### config.mk
export PLATFORM = sky130hd
export DESIGN_NAME = dmem_responder_flat
export DESIGN_NICKNAME = d
export VERILOG_FILES = /design/src/rtl/core_pkg.sv /design/src/rtl/dmem_responder_if.sv /design/src/rtl/dmem_word_array.sv /design/src/rtl/dmem_responder.sv /design/src/flat_wrapper.sv
export SDC_FILE = /design/constraint.sdc
export NUM_CORES = 2
export LEC_CHECK = 0
export ABC_AREA = 1
export CAP_MARGIN = 25
export CELL_PAD_IN_SITES_DETAIL_PLACEMENT = 2
export CELL_PAD_IN_SITES_GLOBAL_PLACEMENT = 2
export CORE_ASPECT_RATIO = 0.5
export CORE_UTILIZATION = 25
export CTS_CLUSTER_DIAMETER = 80
export DETAILED_ROUTE_END_ITERATION = 12
export PLACE_DENSITY_LB_ADDON = 0.2
export SLEW_MARGIN = 10
export SYNTH_ARGS = -nofsm -noshare
export SYNTH_HDL_FRONTEND = slang
export SYNTH_SLANG_ARGS = --single-unit
### constraint.sdc
create_clock -name clk -period 4.8 [get_ports clk]
set_input_delay 0.96 -clock clk [delete_from_list [all_inputs] [get_ports clk]]
set_output_delay 0.96 -clock clk [all_outputs]
set_load 0.005 [all_outputs]
### src/rtl/core_pkg.sv
// Shared definitions for the data-memory responder: FSM encoding, counter width
// and the byte-to-word index split used by the address check.
package core_pkg;

    typedef enum logic [1:0] {
        S_IDLE = 2'd0,
        S_BUSY = 2'd1,
        S_RESP = 2'd2
    } state_t;

    // Word index starts above the two byte-offset bits of a 32-bit word address.
    localparam int WORD_IDX_LSB = 2;

    // Wide enough for LATENCY-1 with LATENCY up to 15.
    localparam int CNT_W = 4;

    function automatic int word_idx_width(input int dwidth);
        return dwidth - WORD_IDX_LSB;
    endfunction

endpackage

### src/rtl/dmem_responder_if.sv
// Request/response bus between the MEM-stage initiator and the data-memory responder.
// Both channels use a valid/ready handshake.
interface dmem_responder_if #(
    parameter int DWIDTH = 32
) ();

    logic              req_valid;
    logic              req_ready;
    logic              req_we;
    logic [DWIDTH-1:0] req_addr;
    logic [DWIDTH-1:0] req_wdata;
    logic              resp_valid;
    logic              resp_ready;
    logic [DWIDTH-1:0] resp_rdata;
    logic              resp_err;

    modport master (
        output req_valid, req_we, req_addr, req_wdata, resp_ready,
        input  req_ready, resp_valid, resp_rdata, resp_err
    );

    modport slave (
        input  req_valid, req_we, req_addr, req_wdata, resp_ready,
        output req_ready, resp_valid, resp_rdata, resp_err
    );

endinterface

### src/rtl/dmem_word_array.sv
// SIZE x DWIDTH word storage: combinational read by index, synchronous write,
// synchronous clear of every word while rst is high.
module dmem_word_array #(
    parameter int DWIDTH = 32,
    parameter int SIZE   = 64,
    parameter int AW     = 6
) (
    input  logic              clk,
    input  logic              rst,
    input  logic              we,
    input  logic [AW-1:0]     idx,
    input  logic [DWIDTH-1:0] wdata,
    output logic [DWIDTH-1:0] rdata
);

    logic [DWIDTH-1:0] mem [SIZE];
    logic [SIZE-1:0]   wr_sel;

    genvar gi;
    generate
        for (gi = 0; gi < SIZE; gi++) begin : gen_wr_sel
            assign wr_sel[gi] = we && (idx == AW'(gi));
        end
    endgenerate

    // Register-based so the whole array can be cleared in one reset cycle.
    always_ff @(posedge clk) begin
        for (int i = 0; i < SIZE; i++) begin
            if (rst) begin
                mem[i] <= '0;
            end else if (wr_sel[i]) begin
                mem[i] <= wdata;
            end
        end
    end

    assign rdata = mem[idx];

endmodule

### src/rtl/dmem_responder.sv
// Multi-cycle data-memory slave: accepts one word access, waits LATENCY cycles,
// then holds a response until the initiator consumes it.
module dmem_responder
    import core_pkg::*;
#(
    parameter int DWIDTH  = 32,
    parameter int SIZE    = 64,
    parameter int LATENCY = 2
) (
    input logic            clk,
    input logic            rst,
    dmem_responder_if.slave bus
);

    localparam int IW = word_idx_width(DWIDTH);
    localparam int AW = (SIZE > 1) ? $clog2(SIZE) : 1;

    state_t            state_reg, state_next;
    logic [CNT_W-1:0]  cnt_reg, cnt_next;
    logic              we_reg;
    logic [DWIDTH-1:0] addr_reg;
    logic [DWIDTH-1:0] wdata_reg;
    logic [DWIDTH-1:0] rdata_reg;
    logic              err_reg;

    logic              accept;
    logic              commit;
    logic              resp_done;
    logic [IW-1:0]     idx;
    logic              addr_err;
    logic              mem_we;
    logic [DWIDTH-1:0] mem_rdata;

    assign idx      = addr_reg[DWIDTH-1:WORD_IDX_LSB];
    assign addr_err = (addr_reg[WORD_IDX_LSB-1:0] != '0) || (idx >= IW'(SIZE));
    assign mem_we   = commit && we_reg && !addr_err;

    dmem_word_array #(
        .DWIDTH (DWIDTH),
        .SIZE   (SIZE),
        .AW     (AW)
    ) u_word_array (
        .clk   (clk),
        .rst   (rst),
        .we    (mem_we),
        .idx   (idx[AW-1:0]),
        .wdata (wdata_reg),
        .rdata (mem_rdata)
    );

    always_comb begin
        state_next = state_reg;
        cnt_next   = cnt_reg;
        accept     = 1'b0;
        commit     = 1'b0;
        resp_done  = 1'b0;
        case (state_reg)
            S_IDLE: begin
                if (bus.req_valid) begin
                    accept     = 1'b1;
                    cnt_next   = CNT_W'(LATENCY - 1);
                    state_next = S_BUSY;
                end
            end
            S_BUSY: begin
                if (cnt_reg == '0) begin
                    commit     = 1'b1;
                    state_next = S_RESP;
                end else begin
                    cnt_next = cnt_reg - CNT_W'(1);
                end
            end
            S_RESP: begin
                if (bus.resp_ready) begin
                    resp_done  = 1'b1;
                    state_next = S_IDLE;
                end
            end
            default: state_next = S_IDLE;
        endcase
    end

    always_ff @(posedge clk) begin
        if (rst) begin
            state_reg <= S_IDLE;
            cnt_reg   <= '0;
            we_reg    <= 1'b0;
            addr_reg  <= '0;
            wdata_reg <= '0;
            rdata_reg <= '0;
            err_reg   <= 1'b0;
        end else begin
            state_reg <= state_next;
            cnt_reg   <= cnt_next;
            // Request fields are captured once; the bus may change freely afterwards.
            if (accept) begin
                we_reg    <= bus.req_we;
                addr_reg  <= bus.req_addr;
                wdata_reg <= bus.req_wdata;
            end
            if (commit) begin
                err_reg   <= addr_err;
                rdata_reg <= (addr_err || we_reg) ? '0 : mem_rdata;
            end
            if (resp_done) begin
                rdata_reg <= '0;
                err_reg   <= 1'b0;
            end
        end
    end

    assign bus.req_ready  = (state_reg == S_IDLE) && !rst;
    assign bus.resp_valid = (state_reg == S_RESP);
    assign bus.resp_rdata = rdata_reg;
    assign bus.resp_err   = err_reg;

endmodule
### src/flat_wrapper.sv
// flat-port wrapper written by rule: the top's interface ports become plain ports
module dmem_responder_flat import core_pkg::*;
#(
    parameter int DWIDTH  = 32,
    parameter int SIZE    = 64,
    parameter int LATENCY = 2
)
  (clk, rst, bus_req_valid, bus_req_we, bus_req_addr, bus_req_wdata, bus_resp_ready, bus_req_ready, bus_resp_valid, bus_resp_rdata, bus_resp_err);
  dmem_responder_if #(.DWIDTH(DWIDTH)) bus_i ();
  input logic clk;
  input logic rst;
  input wire logic [$bits(bus_i.req_valid)-1:0] bus_req_valid;
  input wire logic [$bits(bus_i.req_we)-1:0] bus_req_we;
  input wire logic [$bits(bus_i.req_addr)-1:0] bus_req_addr;
  input wire logic [$bits(bus_i.req_wdata)-1:0] bus_req_wdata;
  input wire logic [$bits(bus_i.resp_ready)-1:0] bus_resp_ready;
  output wire logic [$bits(bus_i.req_ready)-1:0] bus_req_ready;
  output wire logic [$bits(bus_i.resp_valid)-1:0] bus_resp_valid;
  output wire logic [$bits(bus_i.resp_rdata)-1:0] bus_resp_rdata;
  output wire logic [$bits(bus_i.resp_err)-1:0] bus_resp_err;
  assign bus_i.req_valid = bus_req_valid;
  assign bus_i.req_we = bus_req_we;
  assign bus_i.req_addr = bus_req_addr;
  assign bus_i.req_wdata = bus_req_wdata;
  assign bus_i.resp_ready = bus_resp_ready;
  assign bus_req_ready = bus_i.req_ready;
  assign bus_resp_valid = bus_i.resp_valid;
  assign bus_resp_rdata = bus_i.resp_rdata;
  assign bus_resp_err = bus_i.resp_err;
  dmem_responder #(.DWIDTH(DWIDTH), .SIZE(SIZE), .LATENCY(LATENCY)) u_core (.clk(clk), .rst(rst), .bus(bus_i));
endmodule
== Word-level counts from Yosys, hierarchy flattened ==
Memory sizes are Yosys's and may differ from the RTL's. A register that Yosys moved wholly into a read port is not among the register bits.
Cells that the tools add are included.

* Register bits after elaboration: 104
* Bits in writable memories: 2048
* Bits of input ports: 69
* Output and inout bits: 35
* Logic and storage cells: 496
* Memories: 1

{| class="wikitable"
|+ Memories
! name !! words !! width !! read ports !! clocked after Yosys merged registers in !! write ports !! RTL line !! text
|-
| u_core.u_word_array.mem || 64 || 32 || 1 || 1 || 64 || dmem_word_array.sv:16 || <nowiki>logic [DWIDTH-1:0] mem [SIZE];</nowiki>
|}

* Add/subtract/negate cells: 1
* Order comparisons: 1
* Equal/unequal tests: 69
* Mux-type cells: 274
* Bitwise gates (word level): 64
* Reductions and logical operators: 79

{| class="wikitable"
|+ Operators with widths
! cell !! count
|-
| 32-bit two-way mux || 65
|-
| 1-bit two-way mux || 200
|-
| 6-bit == test, second input constant || 32
|-
| 6-bit by 5-bit == test with 1-bit output, second input constant || 16
|-
| 1-bit logical AND || 67
|-
| 1-bit bitwise OR || 64
|-
| 6-bit by 4-bit == test with 1-bit output, second input constant || 8
|-
| 30-bit by 7-bit greater-or-equal comparator with 1-bit output, second input constant || 1
|-
| 6-bit by 3-bit == test with 1-bit output, second input constant || 4
|-
| 6-bit by 2-bit == test with 1-bit output, second input constant || 2
|-
| 6-bit two-way mux || 2
|-
| 4-bit two-way mux || 2
|-
| 4-bit one-hot mux with 2 select lines || 1
|-
| 6-bit by 1-bit == test with 1-bit output, second input constant || 1
|-
| 6-bit zero test || 1
|-
| 2-bit two-way mux || 3
|-
| 2-bit inequality test, second input constant || 3
|-
| 2-bit one-hot mux with 3 select lines || 1
|-
| 3-bit AND reduction || 2
|-
| 4-bit zero test || 1
|-
| 2-bit nonzero test || 2
|-
| 4-bit by 1-bit subtractor with 4-bit output, second input constant || 1
|-
| 2-bit by 1-bit == test with 1-bit output, second input constant || 1
|-
| 2-bit == test, second input constant || 1
|-
| other kinds (5) || 7
|}

== Depth between registers and ports, before layout ==
* Word-level depth: 10
* Mapped depth: 14
* Gate-level depth less buffers: 12

== Hierarchy ==
Synthesis repeated with hierarchy kept, for this count alone.

* Cell total of the unflattened synthesis: 11372
* Area total of the unflattened synthesis: 99514.2 µm²

{| class="wikitable"
|+ Modules (own cells, without submodules)
! module !! instances !! cells each !! area an instance (µm²) !! seq. area each (µm²)
|-
| dmem_word_array || 1 || 10799 || 95263.9 || 61499.0
|-
| dmem_responder || 1 || 573 || 4250.3 || 2082.0
|}

== Worst setup path after synthesis ==
No wires, ideal clock.

* Path kind: register to register
* Start: register u_core.cnt_reg[0]
* End: memory u_core.u_word_array.mem[21][0] (enable)
* Setup time: 0.466 ns
* Arrival time: 3.813 ns
* Data required time: 4.334 ns
* Slack: 0.521 ns
* Cell stages (with the launch flop): 12
* Path buffers: 1
* Period minus slack after synthesis: 4.279 ns
* Cell sequence: dfxtp_1 > inv_1 > ha_1 > nand3_1 > nor2_2 > o21ai_1 > nor2_1 > nand4_1 > nor2_1 > buf_2 > nand2_1 > o21ai_0

{| class="wikitable"
|+ RTL lines
! element !! RTL line !! text
|-
| start: declaration || dmem_responder.sv:19 || <nowiki>logic [CNT_W-1:0] cnt_reg, cnt_next;</nowiki>
|-
| start signal: assignment || dmem_responder.sv:94 || <nowiki>cnt_reg <= cnt_next;</nowiki>
|-
| end: declaration || dmem_word_array.sv:16 ||
|}

==> impl_metrics.env <==
export IMPL_synthTopCellsByArea="edfxtp_1 62%, nand3_1 9.8%, nand2_1 8.8%"
export IMPL_grt_max_degree=115
export IMPL_totalWireLength_mm=421.0
export IMPL_synth_xor_area_share_pct=0
export IMPL_largest_register_ffs=2048
export IMPL_p_sw_share_pct=30.39
export IMPL_routabilityCongestion=0.8157
export IMPL_p_leak_uw=0.04025
export IMPL_gr_usage_all_layers_pct=20.73
export IMPL_drv_slew=0
export IMPL_netSwitchingPower_uw=14020
export IMPL_finalCritPeriodShare_pct=82.90
export IMPL_grtUsageMet3_pct=2.375
export IMPL_tns_ns=0
export IMPL_cts_tree="yes"
export IMPL_multi_input_area_um2=29640
export IMPL_yosysSeqAreaShare_pct=64.51
export IMPL_design_core_area_um2=391400
export IMPL_cts_hold_buf=0
export IMPL_clkLatencyLatePin_ns=0.93
export IMPL_initial_core_util_pct=25.23
export IMPL_path_class="register to register"
export IMPL_yosys_area_share_adder_pct=0.01267
export IMPL_die_w_um=890.8
export IMPL_yosysWarnings=0
export IMPL_ys_seq_elements=2158
export IMPL_n_fill_cell=42890
export IMPL_regArea_um2=63720
export IMPL_synthMuxAreaShare_pct=0
export IMPL_busiest_layer="met2"
export IMPL_root_buffer="clkbuf_16"
export IMPL_cellPowerDensity_nw_per_um2=409.6
export IMPL_via_per_inst=4.908
export IMPL_die_y_um=446.4
export IMPL_area_growth_pct=14.13
export IMPL_power_uw=46150
export IMPL_synth_distinct_cells=27
export IMPL_gr_usage_met1_pct=30.43
export IMPL_sequentialPowerShare_pct=46.5
export IMPL_synth_top_family_by_area="simple AND/OR/NAND/NOR gates"
export IMPL_drive_gt1_share_pct=10.73
export IMPL_cts_resized=0
export IMPL_yosysTopAreaCell="edfxtp_1"
export IMPL_netlist_area_leader_share_pct=62.28
export IMPL_drt_initial_drc_count=6209
export IMPL_hold_violations=0
export IMPL_dieArea_um2=397600
export IMPL_syn_avg_cell_area_um2=9.739
export IMPL_dp_cells=14870
export IMPL_cp_end_kind="register"
export IMPL_period_needed_ns=3.979
export IMPL_syn_nets=10210
export IMPL_clk_path_buf_depth=4
export IMPL_startpoint_type="register"
export IMPL_dpl_hpwl_mm=256.5
export IMPL_grt_antenna_before_repair=23
export IMPL_cts_setup_buffers=0
export IMPL_stdcell_count=15290
export IMPL_critical_path_required_ns=5.32
export IMPL_crit_path_max_fanout=32
export IMPL_setup_violations=0
export IMPL_ant_nets=0
export IMPL_grt_pass1_vias=77970
export IMPL_syn_area_um2=98740
export IMPL_yosys_area_share_simple_pct=28.55
export IMPL_cap_violations=0
export IMPL_top_register="u_core.u_word_array.mem"
export IMPL_grt_pass1_wl_mm=595.6
export IMPL_fmax_mhz=251.3
export IMPL_io_buffers=103
export IMPL_clk_pin_slew_worst_paths_ns=0.06
export IMPL_postSynthCellCount=10140
export IMPL_htree_levels=4
export IMPL_worstPathArrival_ns=4.50
export IMPL_met2_usage_pct=32.71
export IMPL_num_io_pins=104
export IMPL_grt_overflow=0
export IMPL_combPwrFrac_pct=15.3
export IMPL_cts_made_buffers=233
export IMPL_drc=0
export IMPL_wl_per_cell_um=27.53
export IMPL_nets=9927
export IMPL_clock_sinks=2158
export IMPL_p_int_uw=32130
export IMPL_rows=162
export IMPL_dr_pass1_iters=5
export IMPL_worst_slew_pin_slew_ns=1.105
export IMPL_max_slew_margin_pct=26.30
export IMPL_p_clk_share_pct=38.2
export IMPL_finClkSkew_ns=0.04972
export IMPL_status="finished, final reports clean"
export IMPL_irDropWorstVdd_v=0.0002839
export IMPL_rsz0062_at_grt="false"
export IMPL_hold_path_class="register to register"
export IMPL_vias=75070
export IMPL_synth_compound_area_share_pct=0.9719
## cell usage after synthesis
master and count:
clkbuf_1 579, nor2_2 277, nand4_1 38, nor2_4 1
nand3_1 1928, inv_2 4, ha_1 1, buf_4 3
buf_2 148, nor2_8 8, or2_2 39, nand3_4 32
inv_1 392, dfxtp_1 110, o2111ai_1 1, edfxtp_1 2048
o21ai_0 98, nor2_1 1817, nor3_1 9, clkinv_1 3
buf_1 92, o21ai_1 1, a21oi_1 91, nand2_4 2
nand2_2 2, nand2_1 2317, buf_6 97
## cell type report
| type | count | share of cell area, % |
|---|---|---|
| tap | 5248 | 5.827 |
| clock buffer | 306 | 5.610 |
| antenna | 5 | 0.01110 |
| timing repair buffer | 403 | 3.675 |
| sequential | 2158 | 56.55 |
| inverter | 399 | 1.430 |
| multi-input combinational | 6662 | 26.30 |
| clock inverter | 112 | 0.6018 |
## cell usage in the layout (no fill, tap or decap), types with 38 or more instances in the layout
| master | n |
|---|---|
| nand3_1 | 1928 |
| clkinv_1 | 59 |
| nor2_1 | 1811 |
| buf_12 | 67 |
| inv_1 | 357 |
| nand4_1 | 38 |
| clkbuf_16 | 239 |
| clkinv_2 | 44 |
| nand2_1 | 2287 |
| a21oi_1 | 91 |
| clkdlybuf4s50_1 | 103 |
| edfxtp_1 | 2048 |
| clkbuf_1 | 58 |
| dfxtp_1 | 105 |
| or2_2 | 39 |
| o21ai_0 | 66 |
| nor2_2 | 280 |
| buf_4 | 232 |
## power by group through the flow
stage | registers (uW) | clock network [uW] | logic [uW]
floorplan | 21800 | 0 | 3480
global placement | 21800 | 0 | 7050
detailed placement | 21900 | 0 | 7120
CTS | 21500 | 18100 | 7140
global route | 21500 | 18700 | 7510
finish | 21500 | 17600 | 7060
## cells by family after synthesis
| logic type | after synthesis |
|---|---|
| buf+inv | 1318 |
| fa+ha+maj | 1 |
| simple gates | 6470 |
| flops | 2158 |
| compound gates | 191 |
## path summary, 6_finish.rpt
path         slack (ns)                 from  cells after the start                              end
max reg2reg        0.82    u_core.cnt_reg[0]                     11  u_core.u_word_array.mem[11][10]
max                0.82    u_core.cnt_reg[0]                     11  u_core.u_word_array.mem[11][10]
min                0.46  u_core.addr_reg[31]                      2              u_core.addr_reg[31]
min reg2reg        0.46  u_core.addr_reg[31]                      2              u_core.addr_reg[31]
## critical path, cell delays in order, from the launching register on
cell     delay, ns
dfxtp_1       0.31
inv_1         0.10
ha_1          0.22
nand3_1       0.13
nor2_2        0.19
o21ai_1       0.09
nor2_1        0.17
nand4_1       0.19
nor2_2        0.61
nand2_1       0.63
o21ai_4       0.30
buf_4         0.52
## metal layers
layer	part of all wire, %	routed length (um)	vias to the layer above
met5	0.0019	8	-
met4	2.5	10370	2
met3	4.4	18410	402
met2	44	186300	1526
met1	49	205900	39960
li1	-	-	33180
## stage by stage
step / setup WS, ns / hold slack (ns) / util [%] / cell area, um2
6_report: 0.8206 / 0.4601 / 28.79 / 112700
5_1_grt: 0.6671 / 0.4869 / 28.79 / 112700
4_1_cts: 0.8890 / 0.4614 / 28.78 / 112600
3_5_place_dp: 0.9434 / 0.4521 / 26.99 / 105600
3_3_place_gp: 0.9211 / 0.4553 / 26.98 / 105600
2_1_floorplan: 0.5211 / 0.4295 / - / 98740
(Power assumes the default switching activity.)
